[src/rtl/mux_16bit_5i_1o_pkg.sv]
// Shared constants for the five-input datapath word selector.
// Select codes, select width, input count and default word width.
package mux_16bit_5i_1o_pkg;

  localparam int DEF_WIDTH = 16;
  localparam int SEL_W     = 3;
  localparam int NUM_IN    = 5;

  localparam logic [SEL_W-1:0] SEL_A = 3'd0;
  localparam logic [SEL_W-1:0] SEL_B = 3'd1;
  localparam logic [SEL_W-1:0] SEL_C = 3'd2;
  localparam logic [SEL_W-1:0] SEL_D = 3'd3;
  localparam logic [SEL_W-1:0] SEL_E = 3'd4;

endpackage

[src/rtl/mux_16bit_5i_1o_if.sv]
// Bus bundle for the word selector: select, five sources, error clear and results.
// The master drives select and sources; the slave (the selector) drives the results.
interface mux_16bit_5i_1o_if
  import mux_16bit_5i_1o_pkg::*;
#(
  parameter int WIDTH = DEF_WIDTH
);

  logic [SEL_W-1:0] s;
  logic [WIDTH-1:0] a;
  logic [WIDTH-1:0] b;
  logic [WIDTH-1:0] c;
  logic [WIDTH-1:0] d;
  logic [WIDTH-1:0] e;
  logic             err_clr;
  logic [WIDTH-1:0] r;
  logic [WIDTH-1:0] r_q;
  logic             sel_err;
  logic             err_sticky;

  modport master (
    output s, a, b, c, d, e, err_clr,
    input  r, r_q, sel_err, err_sticky
  );

  modport slave (
    input  s, a, b, c, d, e, err_clr,
    output r, r_q, sel_err, err_sticky
  );

endinterface

[src/rtl/mux_16bit_5i_1o_comb.sv]
// Pure combinational 5:1 word select with out-of-range detection.
// Out-of-range or unknown selects fall into the default arm, so no latch is possible.
module mux_5to1_comb
  import mux_16bit_5i_1o_pkg::*;
#(
  parameter int WIDTH = DEF_WIDTH
) (
  input  logic [SEL_W-1:0] i_sel,
  input  logic [WIDTH-1:0] i_a,
  input  logic [WIDTH-1:0] i_b,
  input  logic [WIDTH-1:0] i_c,
  input  logic [WIDTH-1:0] i_d,
  input  logic [WIDTH-1:0] i_e,
  output logic [WIDTH-1:0] o_r,
  output logic             o_sel_err
);

  always_comb begin
    o_r = '0;
    case (i_sel)
      SEL_A:   o_r = i_a;
      SEL_B:   o_r = i_b;
      SEL_C:   o_r = i_c;
      SEL_D:   o_r = i_d;
      SEL_E:   o_r = i_e;
      default: o_r = '0;
    endcase
  end

  assign o_sel_err = (i_sel >= SEL_W'(NUM_IN));

endmodule

[src/rtl/mux_16bit_5i_1o.sv]
// Top-level word selector: combinational result plus a registered copy and a
// sticky select-range error flag that software clears with err_clr.
module mux_16bit_5i_1o
  import mux_16bit_5i_1o_pkg::*;
#(
  parameter int WIDTH = DEF_WIDTH
) (
  input  logic                clk,
  input  logic                rst_n,
  mux_16bit_5i_1o_if.slave    bus
);

  logic [WIDTH-1:0] w_r;
  logic             w_sel_err;
  logic [WIDTH-1:0] r_rq;
  logic             r_err_sticky;

  mux_5to1_comb #(
    .WIDTH (WIDTH)
  ) u_sel (
    .i_sel     (bus.s),
    .i_a       (bus.a),
    .i_b       (bus.b),
    .i_c       (bus.c),
    .i_d       (bus.d),
    .i_e       (bus.e),
    .o_r       (w_r),
    .o_sel_err (w_sel_err)
  );

  always_ff @(posedge clk or negedge rst_n) begin
    if (!rst_n) begin
      r_rq <= '0;
    end else begin
      r_rq <= w_r;
    end
  end

  // Clear has priority so software can always drop the flag, even mid-error.
  always_ff @(posedge clk or negedge rst_n) begin
    if (!rst_n) begin
      r_err_sticky <= 1'b0;
    end else if (bus.err_clr) begin
      r_err_sticky <= 1'b0;
    end else if (w_sel_err) begin
      r_err_sticky <= 1'b1;
    end
  end

  assign bus.r          = w_r;
  assign bus.sel_err    = w_sel_err;
  assign bus.r_q        = r_rq;
  assign bus.err_sticky = r_err_sticky;

endmodule

[src/flat_wrapper.sv]
// flat-port wrapper written by rule: the top's interface ports become plain ports
module mux_16bit_5i_1o_flat import mux_16bit_5i_1o_pkg::*;
#(
  parameter int WIDTH = DEF_WIDTH
)
  (clk, rst_n, bus_s, bus_a, bus_b, bus_c, bus_d, bus_e, bus_err_clr, bus_r, bus_r_q, bus_sel_err, bus_err_sticky);
  mux_16bit_5i_1o_if #(.WIDTH(WIDTH)) bus_i ();
  input  logic clk;
  input  logic rst_n;
  input wire logic [$bits(bus_i.s)-1:0] bus_s;
  input wire logic [$bits(bus_i.a)-1:0] bus_a;
  input wire logic [$bits(bus_i.b)-1:0] bus_b;
  input wire logic [$bits(bus_i.c)-1:0] bus_c;
  input wire logic [$bits(bus_i.d)-1:0] bus_d;
  input wire logic [$bits(bus_i.e)-1:0] bus_e;
  input wire logic [$bits(bus_i.err_clr)-1:0] bus_err_clr;
  output wire logic [$bits(bus_i.r)-1:0] bus_r;
  output wire logic [$bits(bus_i.r_q)-1:0] bus_r_q;
  output wire logic [$bits(bus_i.sel_err)-1:0] bus_sel_err;
  output wire logic [$bits(bus_i.err_sticky)-1:0] bus_err_sticky;
  assign bus_i.s = bus_s;
  assign bus_i.a = bus_a;
  assign bus_i.b = bus_b;
  assign bus_i.c = bus_c;
  assign bus_i.d = bus_d;
  assign bus_i.e = bus_e;
  assign bus_i.err_clr = bus_err_clr;
  assign bus_r = bus_i.r;
  assign bus_r_q = bus_i.r_q;
  assign bus_sel_err = bus_i.sel_err;
  assign bus_err_sticky = bus_i.err_sticky;
  mux_16bit_5i_1o #(.WIDTH(WIDTH)) u_core (.clk(clk), .rst_n(rst_n), .bus(bus_i));
endmodule
[config.mk]
export PLATFORM = sky130hd
export DESIGN_NAME = mux_16bit_5i_1o_flat
export DESIGN_NICKNAME = d
export VERILOG_FILES = /design/src/rtl/mux_16bit_5i_1o_pkg.sv /design/src/rtl/mux_16bit_5i_1o_if.sv /design/src/rtl/mux_16bit_5i_1o_comb.sv /design/src/rtl/mux_16bit_5i_1o.sv /design/src/flat_wrapper.sv
export SDC_FILE = /design/constraint.sdc
export NUM_CORES = 1
export LEC_CHECK = 0
export BUFFER_PORTS_ARGS = -buffer_cell sky130_fd_sc_hd__buf_2
export CORE_MARGIN = 2
export CORE_UTILIZATION = 31
export CTS_CLUSTER_DIAMETER = 80
export DETAILED_ROUTE_END_ITERATION = 6
export GPL_TIMING_DRIVEN = 0
export PLACE_DENSITY = 0.85
export SLEW_MARGIN = 40
export SYNTH_ARGS = -nofsm -noshare
export SYNTH_HDL_FRONTEND = slang
export SYNTH_HIERARCHICAL = 1
export SYNTH_SLANG_ARGS = --single-unit
[constraint.sdc]
create_clock -name clk -period 1.5 [get_ports clk]
set_input_delay 0.3 -clock clk [delete_from_list [all_inputs] [get_ports clk]]
set_output_delay 0.3 -clock clk [all_outputs]
set_load 0.005 [all_outputs]
==> results.md <==
- The via count of the first global-routing pass is around 1,300.
- The number of clock sinks seen by CTS is 17.
- The wire length of the first global-routing pass is a little over 6000 µm.
- Among the stages of the critical path, the cell type that occurs most often is sky130_fd_sc_hd__buf_12.
- Detailed placement ended at an HPWL of 3360 µm.
- 0 antenna diodes ended up in the layout.
- After the first detailed-routing iteration, the DRC count stood at 73.
- Data on the critical path arrives at its endpoint at 1.32 ns.
- The number of nets produced by synthesis is 181.
- The standard-cell row count is 21.
- On the worst path, the slowest cell contributes a delay of 0.33 ns.
- The slowest stage of the critical path is the sky130_fd_sc_hd__a221o_1 cell.
- The reported max-cap violation count is 0.
- In this run the number of H-tree levels came out at 1.
- The number of antenna violations at the first check in global routing is 0.
- The routed design uses 2090 µm of met2 wire.
- The region available for standard cell placement spans 0.00342 mm².
- From left edge to right edge, the die measures about 64 µm.
- After detailed routing, the number of remaining DRC violations is 0.
- The tree is rooted in a sky130_fd_sc_hd__clkbuf_4.
- The maximum frequency from static timing analysis is roughly 620 MHz.
- After detailed routing, the wire length on met1 is 1680 µm.
- TritonCTS built the clock tree.
- The routability congestion estimate is 0.768.
- The leakage power is approximately 0.0012 µW.
- The fraction of layout instances using a drive strength above 1 is 70.7%.
- After clock tree synthesis, the clock-pin slew on the worst setup and hold paths is 0.09 ns.
- The minimum clock period is 1.62 ns.
- The number of nets in the finished design is approximately 320.
- The netlist uses 19 different library cells.
- Cells fill between 60 and 70% of the core in the end.
- The filler cell count is 320.
- The die covers approximately 0.0042 mm².
- The class of the tightest hold or removal check is in -> reg.
- The number of hold violations in the final report is 0.
- The floorplan die height is 64.4 µm.
- The number of iterations in the first detailed-routing pass is 4.
- The run finished, with violations left.
- The final count of pins violating max slew is 0.
- At the worst endpoint, the required time is around 1.2 ns.
- Overall power consumption after layout is estimated at 1260 µW.
- Dividing the detail-routed via count by the number of cells gives 4.69.
- The mean instance size in the synthesized netlist is 11.9 µm².
- The residual antenna-violating net count after detailed routing is 0.
- The worst hold path was traced through 2 stages.
- The post-detailed-route wirelength per cell is 14.6 µm.
- The worst slack on hold paths is ~0.27 ns.
- The number of cells on the worst reg-to-reg path is 1.
- Detailed routing placed a total of 217 µm of wire on met3.
- Summing every instance area after synthesis gives around 0.0011 mm².
- The areal power density over the cells is between 600 and 700 mW/mm².
- The clock latency of the later-clocked register in the worst-skew pair is 0.27 ns.
- The final reports fail on setup timing.
- The longest clock path from root to sink contains 2 buffers.
- In this run the critical register-to-register path is launched from u_core/bus.err_sticky.
- The startpoint identified for the worst hold timing path is bus_err_clr.
- The total congestion overflow after global routing is 0.
- The total number of vias is 1,305.
- The maximum fanout encountered on the critical timing path is 6.
- Buffers inserted during clock tree synthesis total 3.
- The library cells used most frequently in the layout, excluding fill and tap cells, are sky130_fd_sc_hd__buf_2 (117), sky130_fd_sc_hd__dfrtp_1 (17), sky130_fd_sc_hd__nor2_1 (14), sky130_fd_sc_hd__a221o_1 (14), sky130_fd_sc_hd__mux2i_1 (13).
- Entering global routing, the biggest net connects 18 pins.
- The worst IR drop on VDD is 0.000243 V.
- Across every metal layer, demand over resource in global routing totals 19.5%.
- The count of buffers inserted at the top-level ports is between 100 and 150.
- After layout, the worst path uses 108% of the clock period.
- The sequential-to-total area share from yosys stat is 37.6%.
- Relative to the synthesized area, the layout overhead comes to 82.0%.
- Setup violations remaining at the end of the flow were counted as 16.
- The starting utilization of the core area is roughly 33%.
- The worst flop-to-flop path endpoint is u_core/bus.err_sticky.
- The number of instances in the synthesized netlist is 95.
- The total number of yosys warnings is 6.
- The worst hold path terminates at u_core/bus.err_sticky.
- The worst setup path startpoint is bus_s[2].
- The path type of the worst setup path is in -> out.
- For this block, the routed nets add up to 4050 µm of wire.
- 120 I/O pins were placed.
- The type of destination of the critical path is a primary output.
- The topmost layer with routed signal wires is met4.
- The most frequent standard cell in the layout excluding fill and tap cells is sky130_fd_sc_hd__buf_2.
- The critical path goes through buf_12 > buf_12 > mux2_4 > a221o_1 > buf_2.
- In the post-route analysis, the smallest setup slack over all paths is -0.120 ns.
- The worst clock skew on the final layout is 0 ns.
- The transition at the pin with the smallest max-transition slack is 0.358 ns.
- STA classifies the critical path startpoint as an input port.
- Setup repair after global routing could not meet its margin everywhere.
- In this run the tightest slew margin relative to its limit is about 76%.
- The worst register-to-register path has a setup slack of approximately 0.84 ns.
- The synthesis-stage register bit count is 17.
[where the power goes]
part           internal [µW]  switching [µW]
combinational            324             201
clock                    103             123
sequential               499            10.1
[sequential cells by signal, indices dropped and copies added (netlist names)]
name / cells
u_core/bus.r_q: 16
u_core/bus.err_sticky: 1
[critical path, delay by kind of cell]
| family | cells | cell delay, ns |
|---|---|---|
| buffers and inverters | 3 | 0.40 |
| multiplexers | 1 | 0.29 |
| AO/OA/AOI/OAI | 1 | 0.33 |
[per-stage QoR]
step	setup TNS, ns	worst slack, ns	instance area (µm²)	instances
after CTS	-1.30	-0.115	2040	277
after floorplan	0	0.0110	1130	95
final	-1.37	-0.120	2060	278
after detailed placement	-2.76	-0.272	1780	258
after global routing	-1.76	-0.144	2060	278
after global placement	-2.70	-0.282	1780	258
[Yosys cell counts]
| master | number | area share [%] |
|---|---|---|
| sky130_fd_sc_hd__mux2_4 | 7 | 9.3 |
| sky130_fd_sc_hd__nand2_1 | 2 | 0.66 |
| sky130_fd_sc_hd__a221o_1 | 14 | 12 |
| sky130_fd_sc_hd__buf_2 | 3 | 1.3 |
| sky130_fd_sc_hd__mux2_2 | 9 | 9.0 |
| sky130_fd_sc_hd__mux2i_1 | 16 | 14 |
| sky130_fd_sc_hd__dfrtp_1 | 17 | 38 |
| sky130_fd_sc_hd__nor3b_4 | 1 | 1.7 |
| sky130_fd_sc_hd__nor2_2 | 1 | 0.55 |
| sky130_fd_sc_hd__nor2b_1 | 1 | 0.55 |
| sky130_fd_sc_hd__buf_4 | 2 | 1.3 |
| sky130_fd_sc_hd__o21ba_1 | 1 | 0.88 |
| sky130_fd_sc_hd__o21ai_1 | 1 | 0.44 |
| sky130_fd_sc_hd__nor2_1 | 14 | 4.6 |
| sky130_fd_sc_hd__buf_6 | 2 | 2.0 |
| sky130_fd_sc_hd__a22oi_1 | 1 | 0.66 |
| sky130_fd_sc_hd__nand2b_1 | 1 | 0.55 |
| sky130_fd_sc_hd__buf_12 | 1 | 1.8 |
| sky130_fd_sc_hd__o211ai_1 | 1 | 0.66 |
[timing repair]
item | in CTS | in global routing
resized for setup | 20 | 4
endpoints found under the setup margin | 17 | 16
cloned | 2 | 0
pin swaps | 14 | 2
endpoints found under the hold margin | 17 | 0
hold buffers | 1 | 0
setup buffers | 12 | 1
[layer usage]
layer / vias up / GRT usage [%]
met5: - / 0
met4: 0 / 5.59
met3: 4 / 1.39
met2: 57 / 35.4
met1: 606 / 24.8
li1: 638 / -
[kinds of logic after synthesis]
group	Yosys count	share of synthesized area (%)
multiplexers	32	32.4
AO/OA/AOI/OAI	18	15.0
flip-flops	17	37.6
buffers and inverters	8	6.41
AND/OR/NAND/NOR	20	8.62
[final cells by class]
type / count / area, µm² / area share [%]
repair buffers: 133 / 757 / 36.7
multi-input cells: 70 / 669 / 32.5
flip-flops and latches: 17 / 425 / 20.6
plain buffers: 8 / 125 / 6.07
well taps: 46 / 57.6 / 2.79
clock buffers: 4 / 26.3 / 1.28
[how the worst max path moves through the flow]
| stage | endpoint | slack, ns | cells after the start |
|---|---|---|---|
| 2_1_floorplan | bus_r[12] | 0.01 | 4 |
| 3_3_place_gp | bus_r[6] | -0.28 | 6 |
| 3_5_place_dp | bus_r[6] | -0.27 | 6 |
| 4_1_cts | bus_r[4] | -0.11 | 5 |
| 5_1_grt | bus_r[4] | -0.14 | 5 |
| 6_report | bus_r[4] | -0.12 | 5 |
No activity file was read; power rests on OpenSTA's default activity.
